<file path="src/rtl/nibble_serial_adder_if.sv">
// Operand/result bundle for nibble_serial_adder: operand valid/ready in, result valid/ready out.
// The slave modport is the adder; the master modport is the producer/consumer side.
interface nibble_serial_adder_if #(
  parameter int NIBBLES = 4
);
  logic                   in_valid;
  logic                   in_ready;
  logic [4*NIBBLES-1:0]   a;
  logic [4*NIBBLES-1:0]   b;
  logic                   c_in;
  logic                   op_sub;
  logic                   out_valid;
  logic                   out_ready;
  logic [4*NIBBLES-1:0]   sum;
  logic                   cout;

  modport master (
    output in_valid, a, b, c_in, op_sub, out_ready,
    input  in_ready, out_valid, sum, cout
  );

  modport slave (
    input  in_valid, a, b, c_in, op_sub, out_ready,
    output in_ready, out_valid, sum, cout
  );
endinterface

</file>
<file path="src/rtl/nibble_serial_adder.sv">
// Serial wide adder, one nibble per clock through a single 4-bit ripple adder; ADD_SUB_EN adds a - b.
// Latency: out_valid rises NIBBLES cycles after the operand accept edge.
// Backpressure: in_ready only in IDLE; the result is held in DONE until out_ready.
module bit_adder (
  input  logic [3:0] a,
  input  logic [3:0] b,
  input  logic       c_in,
  output logic [3:0] s,
  output logic       cout
);
  logic [4:0] c;

  always_comb begin
    c    = '0;
    s    = '0;
    c[0] = c_in;
    for (int i = 0; i < 4; i++) begin
      s[i]   = a[i] ^ b[i] ^ c[i];
      c[i+1] = (a[i] & b[i]) | (c[i] & (a[i] ^ b[i]));
    end
    cout = c[4];
  end
endmodule

module nibble_serial_adder #(
  parameter int NIBBLES = 4
) (
  input  logic                     clk,
  input  logic                     rst_n,
  nibble_serial_adder_if.slave     bus
);
  localparam int W  = 4 * NIBBLES;
  localparam int CW = $clog2(NIBBLES + 1);

  typedef enum logic [1:0] {
    IDLE = 2'd0,
    RUN  = 2'd1,
    DONE = 2'd2
  } state_t;

  state_t          state;
  logic [W-1:0]    a_sh;
  logic [W-1:0]    b_sh;
  logic [W-1:0]    sum_sh;
  logic            carry;
  logic [CW-1:0]   cnt;
  logic [W-1:0]    sum_q;
  logic            cout_q;
  logic            sub_q;

  logic [3:0]      b_nib;
  logic [3:0]      s_nib;
  logic            c_nib;
  logic [W-1:0]    sum_next;
  logic            init_carry;
  logic            init_sub;

`ifdef ADD_SUB_EN
  assign init_sub   = bus.op_sub;
  assign init_carry = bus.op_sub | bus.c_in;
`else
  assign init_sub   = 1'b0;
  assign init_carry = bus.c_in;
`endif

  // Subtraction is a + ~b + 1; the +1 comes from the forced initial carry.
  assign b_nib = sub_q ? ~b_sh[3:0] : b_sh[3:0];

  bit_adder u_bit_adder (
    .a    (a_sh[3:0]),
    .b    (b_nib),
    .c_in (carry),
    .s    (s_nib),
    .cout (c_nib)
  );

  always_comb begin
    sum_next          = sum_sh >> 4;
    sum_next[W-1-:4]  = s_nib;
  end

  always_ff @(posedge clk or negedge rst_n) begin
    if (!rst_n) begin
      state  <= IDLE;
      a_sh   <= '0;
      b_sh   <= '0;
      sum_sh <= '0;
      carry  <= 1'b0;
      cnt    <= '0;
      sum_q  <= '0;
      cout_q <= 1'b0;
      sub_q  <= 1'b0;
    end else begin
      case (state)
        IDLE: begin
          if (bus.in_valid) begin
            a_sh  <= bus.a;
            b_sh  <= bus.b;
            carry <= init_carry;
            sub_q <= init_sub;
            cnt   <= '0;
            state <= RUN;
          end
        end
        RUN: begin
          sum_sh <= sum_next;
          carry  <= c_nib;
          a_sh   <= a_sh >> 4;
          b_sh   <= b_sh >> 4;
          cnt    <= cnt + 1'b1;
          if (cnt == CW'(NIBBLES - 1)) begin
            sum_q  <= sum_next;
            cout_q <= c_nib;
            state  <= DONE;
          end
        end
        DONE: begin
          if (bus.out_ready) begin
            state <= IDLE;
          end
        end
        default: state <= IDLE;
      endcase
    end
  end

  assign bus.in_ready  = (state == IDLE);
  assign bus.out_valid = (state == DONE);
  assign bus.sum       = sum_q;
  assign bus.cout      = cout_q;
endmodule

</file>
<file path="src/flat_wrapper.sv">
// flat-port wrapper written by rule: the top's interface ports become plain ports
module nibble_serial_adder_flat 
#(
  parameter int NIBBLES = 4
)
  (clk, rst_n, bus_in_valid, bus_a, bus_b, bus_c_in, bus_op_sub, bus_out_ready, bus_in_ready, bus_out_valid, bus_sum, bus_cout);
  nibble_serial_adder_if #(.NIBBLES(NIBBLES)) bus_i ();
  input  logic clk;
  input  logic rst_n;
  input wire logic [$bits(bus_i.in_valid)-1:0] bus_in_valid;
  input wire logic [$bits(bus_i.a)-1:0] bus_a;
  input wire logic [$bits(bus_i.b)-1:0] bus_b;
  input wire logic [$bits(bus_i.c_in)-1:0] bus_c_in;
  input wire logic [$bits(bus_i.op_sub)-1:0] bus_op_sub;
  input wire logic [$bits(bus_i.out_ready)-1:0] bus_out_ready;
  output wire logic [$bits(bus_i.in_ready)-1:0] bus_in_ready;
  output wire logic [$bits(bus_i.out_valid)-1:0] bus_out_valid;
  output wire logic [$bits(bus_i.sum)-1:0] bus_sum;
  output wire logic [$bits(bus_i.cout)-1:0] bus_cout;
  assign bus_i.in_valid = bus_in_valid;
  assign bus_i.a = bus_a;
  assign bus_i.b = bus_b;
  assign bus_i.c_in = bus_c_in;
  assign bus_i.op_sub = bus_op_sub;
  assign bus_i.out_ready = bus_out_ready;
  assign bus_in_ready = bus_i.in_ready;
  assign bus_out_valid = bus_i.out_valid;
  assign bus_sum = bus_i.sum;
  assign bus_cout = bus_i.cout;
  nibble_serial_adder #(.NIBBLES(NIBBLES)) u_core (.clk(clk), .rst_n(rst_n), .bus(bus_i));
endmodule
</file>
<file path="config.mk">
export PLATFORM = sky130hd
export DESIGN_NAME = nibble_serial_adder_flat
export DESIGN_NICKNAME = d
export VERILOG_FILES = /design/src/rtl/nibble_serial_adder_if.sv /design/src/rtl/nibble_serial_adder.sv /design/src/flat_wrapper.sv
export SDC_FILE = /design/constraint.sdc
export NUM_CORES = 1
export LEC_CHECK = 0
export ABC_AREA = 1
export BUFFER_PORTS_ARGS = -buffer_cell sky130_fd_sc_hd__buf_2
export CAP_MARGIN = 20
export CORE_ASPECT_RATIO = 1.25
export CORE_MARGIN = 10
export CORE_UTILIZATION = 55
export CTS_CLUSTER_DIAMETER = 30
export DETAILED_ROUTE_END_ITERATION = 12
export PLACE_DENSITY = 0.82
export SYNTH_ARGS = -nofsm -noshare
export SYNTH_HDL_FRONTEND = slang
export SYNTH_HIERARCHICAL = 1
export SYNTH_SLANG_ARGS = --single-unit
</file>
<file path="constraint.sdc">
create_clock -name clk -period 2.55 [get_ports clk]
set_input_delay 0 -clock clk [delete_from_list [all_inputs] [get_ports clk]]
set_output_delay 0 -clock clk [all_outputs]
set_load 0.01 [all_outputs]
</file>
Yosys cells after proc, flatten, opt, wreduce, memory -nomap -nowiden
Index checks and enable logic that the tools add are counted.
{"block": "totals", "inputBits": 38, "register_bits": 71, "elab_cells": 52}
{"block": "op_classes", "bitwise_logic": 20, "n_addsub": 1, "reduce_logical": 5, "eq_ne": 6, "muxes": 12}
{"cell": "16-bit case mux with 2 select lines", "count": 2}
{"cell": "16-bit 2-to-1 mux", "count": 2}
{"cell": "1-bit AND", "count": 8}
{"cell": "1-bit XOR", "count": 8}
{"cell": "2-bit 2-to-1 mux", "count": 3}
{"cell": "2-bit case mux with 3 select lines", "count": 1}
{"cell": "3-bit case mux with 2 select lines", "count": 1}
{"cell": "2-bit != test (second input constant)", "count": 2}
{"cell": "1-bit bitwise OR", "count": 4}
{"cell": "2-bit AND reduction", "count": 2}
{"cell": "3-bit by 1-bit adder with 3-bit output (second input constant)", "count": 1}
{"cell": "3-bit by 2-bit == test with 1-bit output (second input constant)", "count": 1}
{"cell": "3-bit 2-to-1 mux", "count": 1}
{"cell": "3-bit AND reduction", "count": 1}
{"cell": "2-bit by 1-bit == test with 1-bit output (second input constant)", "count": 1}
{"cell": "2-bit == test (second input constant)", "count": 1}
{"cell": "2-bit logical NOT", "count": 1}
{"cell": "2-bit by 1-bit != test with 1-bit output (second input constant)", "count": 1}
{"cell": "1-bit case mux with 2 select lines", "count": 1}
{"cell": "2-bit nonzero test", "count": 1}
{"cell": "1-bit 2-to-1 mux", "count": 1}

Depth between registers and ports, before layout
{"block": "logic_depth", "word_depth": 10, "mapped_depth": 12, "mapped_depth_nobuf": 12}

Cells and area by module
The synthesis kept the hierarchy.
{"mod": "nibble_serial_adder", "area_per_inst_um2": 3096.7, "instances": 1, "seq_area_each_um2": 1676.6, "cells_each": 374}
{"mod": "bit_adder", "area_per_inst_um2": 117.6, "instances": 1, "seq_area_each_um2": 0.0, "cells_each": 14}

Worst setup path after synthesis
No wires, ideal clock.
{"block": "synth_timing", "path_type": "register to register", "from": "reg u_core.a_sh[0]", "to": "reg u_core.sum_sh[15]", "path_buffers": 0, "path_slack_ps": 399, "arrival_ps": 2069, "path_stages_with_launch": 11, "setup_time_ps": 83, "t_required_ps": 2467, "path_cell_list": "dfrtp_1 -> fa_1 -> inv_1 -> fa_1 -> inv_1 -> fa_1 -> inv_1 -> fa_1 -> inv_1 -> inv_1 -> o21ai_0"}
{"block": "synth_via", "elab_chain_cells": 8, "elab_cells_between_ends": 9, "classes_between": "bitwise: 9"}
{"element": "start, declared", "line_no": "nibble_serial_adder.sv:42", "source": "logic [W-1:0] a_sh;"}
{"element": "start signal, assigned", "line_no": "nibble_serial_adder.sv:97", "source": "a_sh <= bus.a;"}
{"element": "start signal, assigned", "line_no": "nibble_serial_adder.sv:108", "source": "a_sh <= a_sh >> 4;"}
{"element": "1-bit XOR", "line_no": "nibble_serial_adder.sv:19", "source": "c[i+1] = (a[i] & b[i]) | (c[i] & (a[i] ^ b[i]));"}
{"element": "1-bit AND", "line_no": "nibble_serial_adder.sv:19"}
{"element": "1-bit bitwise OR (*)", "line_no": "nibble_serial_adder.sv:19"}
{"element": "1-bit AND (*)", "line_no": "nibble_serial_adder.sv:19"}
{"element": "1-bit bitwise OR (*)", "line_no": "nibble_serial_adder.sv:19"}
{"element": "1-bit AND (*)", "line_no": "nibble_serial_adder.sv:19"}
{"element": "1-bit bitwise OR (*)", "line_no": "nibble_serial_adder.sv:19"}
{"element": "1-bit XOR (*)", "line_no": "nibble_serial_adder.sv:18", "source": "s[i] = a[i] ^ b[i] ^ c[i];"}
{"element": "via u_core.s_nib[3]", "line_no": "nibble_serial_adder.sv:52", "source": "logic [3:0] s_nib;"}
{"element": "end signal, assigned", "line_no": "nibble_serial_adder.sv:106", "source": "sum_sh <= sum_next;"}
{"element": "end, declared", "line_no": "nibble_serial_adder.sv:44", "source": "logic [W-1:0] sum_sh;"}
Mark *: on every way through the listed nets, which the timed path passes. The rest lies on a longest branch.
A chain may end at the register's enable or synchronous reset.

Worst setup path in the final report
{"block": "layout_timing", "from": "reg u_core.state[0]", "to": "reg u_core.a_sh[10]"}
{"block": "layout_via", "elab_chain_cells": 3, "elab_cells_between_ends": 6, "classes_between": "eq/ne: 2; mux: 1; reduce/logical: 3"}
{"element": "start, declared", "line_no": "nibble_serial_adder.sv:41", "source": "state_t state;"}
{"element": "start signal, assigned", "line_no": "nibble_serial_adder.sv:84", "source": "state <= IDLE;"}
{"element": "start signal, assigned", "line_no": "nibble_serial_adder.sv:102", "source": "state <= RUN;"}
{"element": "start signal, assigned", "line_no": "nibble_serial_adder.sv:114", "source": "state <= DONE;"}
{"element": "2-bit by 1-bit == test with 1-bit output / 2-bit logical NOT (equally long branches)", "line_no": "nibble_serial_adder.sv:94", "source": "case (state)"}
{"element": "2-bit nonzero test (no source line) / 2-bit != test (equally long branches)"}
{"element": "2-bit AND reduction (no source line)"}
Several ways; a longest one is shown, not always the timed one.

==> results.cfg <==
[run_status]
status = complete, no violations

[logic_synthesis]
syn_avg_cell_area_um2 = 8.28
synth_cell_types = 20
synth_seq_cells = 67
syn_inst = 388
syn_area_um2 = 3210
seq_area_frac_synth_pct = 52.2
synthTopCellsByArea = dfrtp_1 (52%), nand2_1 (14%), nand3_1 (8.7%), inv_1 (8.5%), o21ai_2 (3.5%)
netlist.area_leader.share_pct = 52.2
synth_nets = 432
synth_area_leader_cell = dfrtp_1
yosys_warnings = 6

[detailed_routing]
num_vias = 2730
drt-vias-per-instance = 5.01
drt-wirelength-per-cell_um = 13.5
wl_mm = 7.35
final_antenna_net_count = 0
drt_pre_antenna_iters = 7
drc = 0
first_iter_violations = 171

[global_route]
antenna_found_initial = 0
overflow = 0
grt_pass1_vias = 2746
track_usage_pct = 16.9
grt_max_degree = 43
grt_pass1_wl_mm = 12.7

[timing]
clock_skew_ns = 0.00799
max_freq_ghz = 0.434
slew_headroom_pct = 54.8
period_share_pct = 90.4
rsz0062_at_grt = false
drv_slew = 0
setup_viol = 0
fin_setup_tns_ns = 0
finalHoldViolCount = 0
period_minus_slack_ns = 2.30
tightest_slew_ns = 0.675

[floorplan]
fp.dieH_um = 105
io_pins = 57
core_area_um2 = 5740
dieArea_um2 = 9320
initial_utilization_pct = 56.0
rows = 31
die_x_um = 88.4

[final_layout]
antenna_cells = 0
fin_nets = 518
nFillCells = 450
final_cell_mix = nand2_1 (118), inv_1 (73), dfrtp_1 (67)
layout.area.seq_um2 = 1680
multi_input_area_um2 = 1120
layout_commonest_cell = nand2_1
stdcell_count = 545
syn2layout_area_growth_pct = 26.4
drive_gt1_share_pct = 20.3

[critical_path]
worstRegToRegCells = 6
crit_arrival_ns = 2.53
crit_type = reg -> reg
crit_path_max_fanout = 40
r2r-start = u_core/state[0]
reg2reg_slack_ns = 0.25
crit_path_end_kind = flip-flop
regToRegEndpoint = u_core/a_sh[10]
required_ns = 2.78
cp-start-kind = flip-flop

[min_path]
holdPathStages = 4
worstHoldEndpoint = u_core/a_sh[9]
worstHoldStart = bus_in_valid
hold_path.class = in -> reg

[job]
drv_cap = 0

[place]
portBuffers = 55
dpl.hpwl_mm = 4.49
dp_cells = 495
gp_congestion = 0.798

[clocking]
holdBufCountCts = 34
clk_latency_ns = 0.34
cts_buffer_depth = 2
cts_max_level = 3
root_buffer = clkbuf_8
postCtsResizedCells = 0
numCtsBuffers = 9
clkTransAtPathRegs_ns = 0.08
cts_tree = built
cts.sinks = 67
post_cts_buffers = 0

[pwr]
peakVddDrop_mv = 0.588
p_leak_nw = 2.27
power_density_nw_per_um2 = 1250
[final cells by class]
type	count	area share, %
Sequential cell	67	41.3
Clock inverter	7	2.86
Tap cell	66	2.03
Multi-Input combinational cell	226	27.6
Clock buffer	9	3.05
Inverter	75	6.93
Timing Repair Buffer	95	16.3
[layer usage]
layer / up-vias / global-route usage (%) / wire length [µm]
li1: 1349 / - / -
met1: 1253 / 20.3 / 3010
met2: 108 / 26.3 / 3550
met3: 20 / 5.08 / 560
met4: 0 / 9.03 / 228
met5: - / 0 / 0
[registers in the layout, indices dropped and copies added, names as in the netlist]
name	cells
u_core/sum_sh	12
u_core/cnt	3
u_core/a_sh	16
u_core/state	2
u_core/bus.cout	1
u_core/carry	1
u_core/b_sh	16
u_core/bus.sum	16
[power by group]
part           total (mW)  switching, mW  leakage, nW  internal, mW
logic                2.19           1.41         1.31         0.784
clock network        1.06          0.411        0.119         0.647
registers            1.81          0.254        0.841          1.56
[cell families after synthesis]
| kind of cell | count (synthesis) | synth area share [%] |
|---|---|---|
| buf+inv | 95 | 12.9 |
| flops | 67 | 52.2 |
| simple gates | 183 | 24.3 |
| fa+ha+maj | 6 | 3.27 |
| compound gates | 37 | 7.40 |
[worst max-delay path by stage]
| stage | startpoint | to | slack [ns] | depth (start not counted) |
|---|---|---|---|---|
| floorplan | u_core/a_sh[0] | u_core/sum_sh[15] | 0.40 | 10 |
| global placement | u_core/a_sh[0] | u_core/sum_sh[15] | 0.35 | 10 |
| detailed placement | u_core/a_sh[0] | u_core/sum_sh[15] | 0.27 | 10 |
| CTS | u_core/state[0] | u_core/a_sh[10] | 0.24 | 6 |
| global route | u_core/state[1] | u_core/a_sh[10] | 0.08 | 7 |
| finish | u_core/state[0] | u_core/a_sh[10] | 0.25 | 6 |
[worst max-delay path: stages, from the launching register on]
cell	delay, ns
dfrtp_1	0.38
buf_4	0.20
nand2_4	0.34
nand2_2	0.46
nand3_1	0.19
nand2_1	0.06
dlygate4sd3_1	0.55
[cell usage after synthesis, drive strengths merged]
cell type,instances
o21ai,34
a21oi,1
fa,4
buf,18
inv,75
o31ai,1
clkbuf,2
ha,2
nand3,56
nand2,122
nor2,5
o22ai,1
dfrtp,67
[through the flow]
stage / util, % / worst slack, ns / instance area (µm²) / total power [mW] / hold WS (ns)
6_report: 70.8 / 0.246 / 4060 / 5.07 / 0.00455
5_1_grt: 70.8 / 0.0783 / 4060 / 5.56 / 0.0303
4_1_cts: 70.8 / 0.237 / 4060 / 5.11 / 0.00396
3_5_place_dp: 60.7 / 0.271 / 3480 / 3.98 / 0.0158
3_3_place_gp: 60.7 / 0.354 / 3480 / 3.88 / 0.0146
2_1_floorplan: - / 0.399 / 3210 / 3.50 / -0.296
Power figures use the tool's default switching activity.
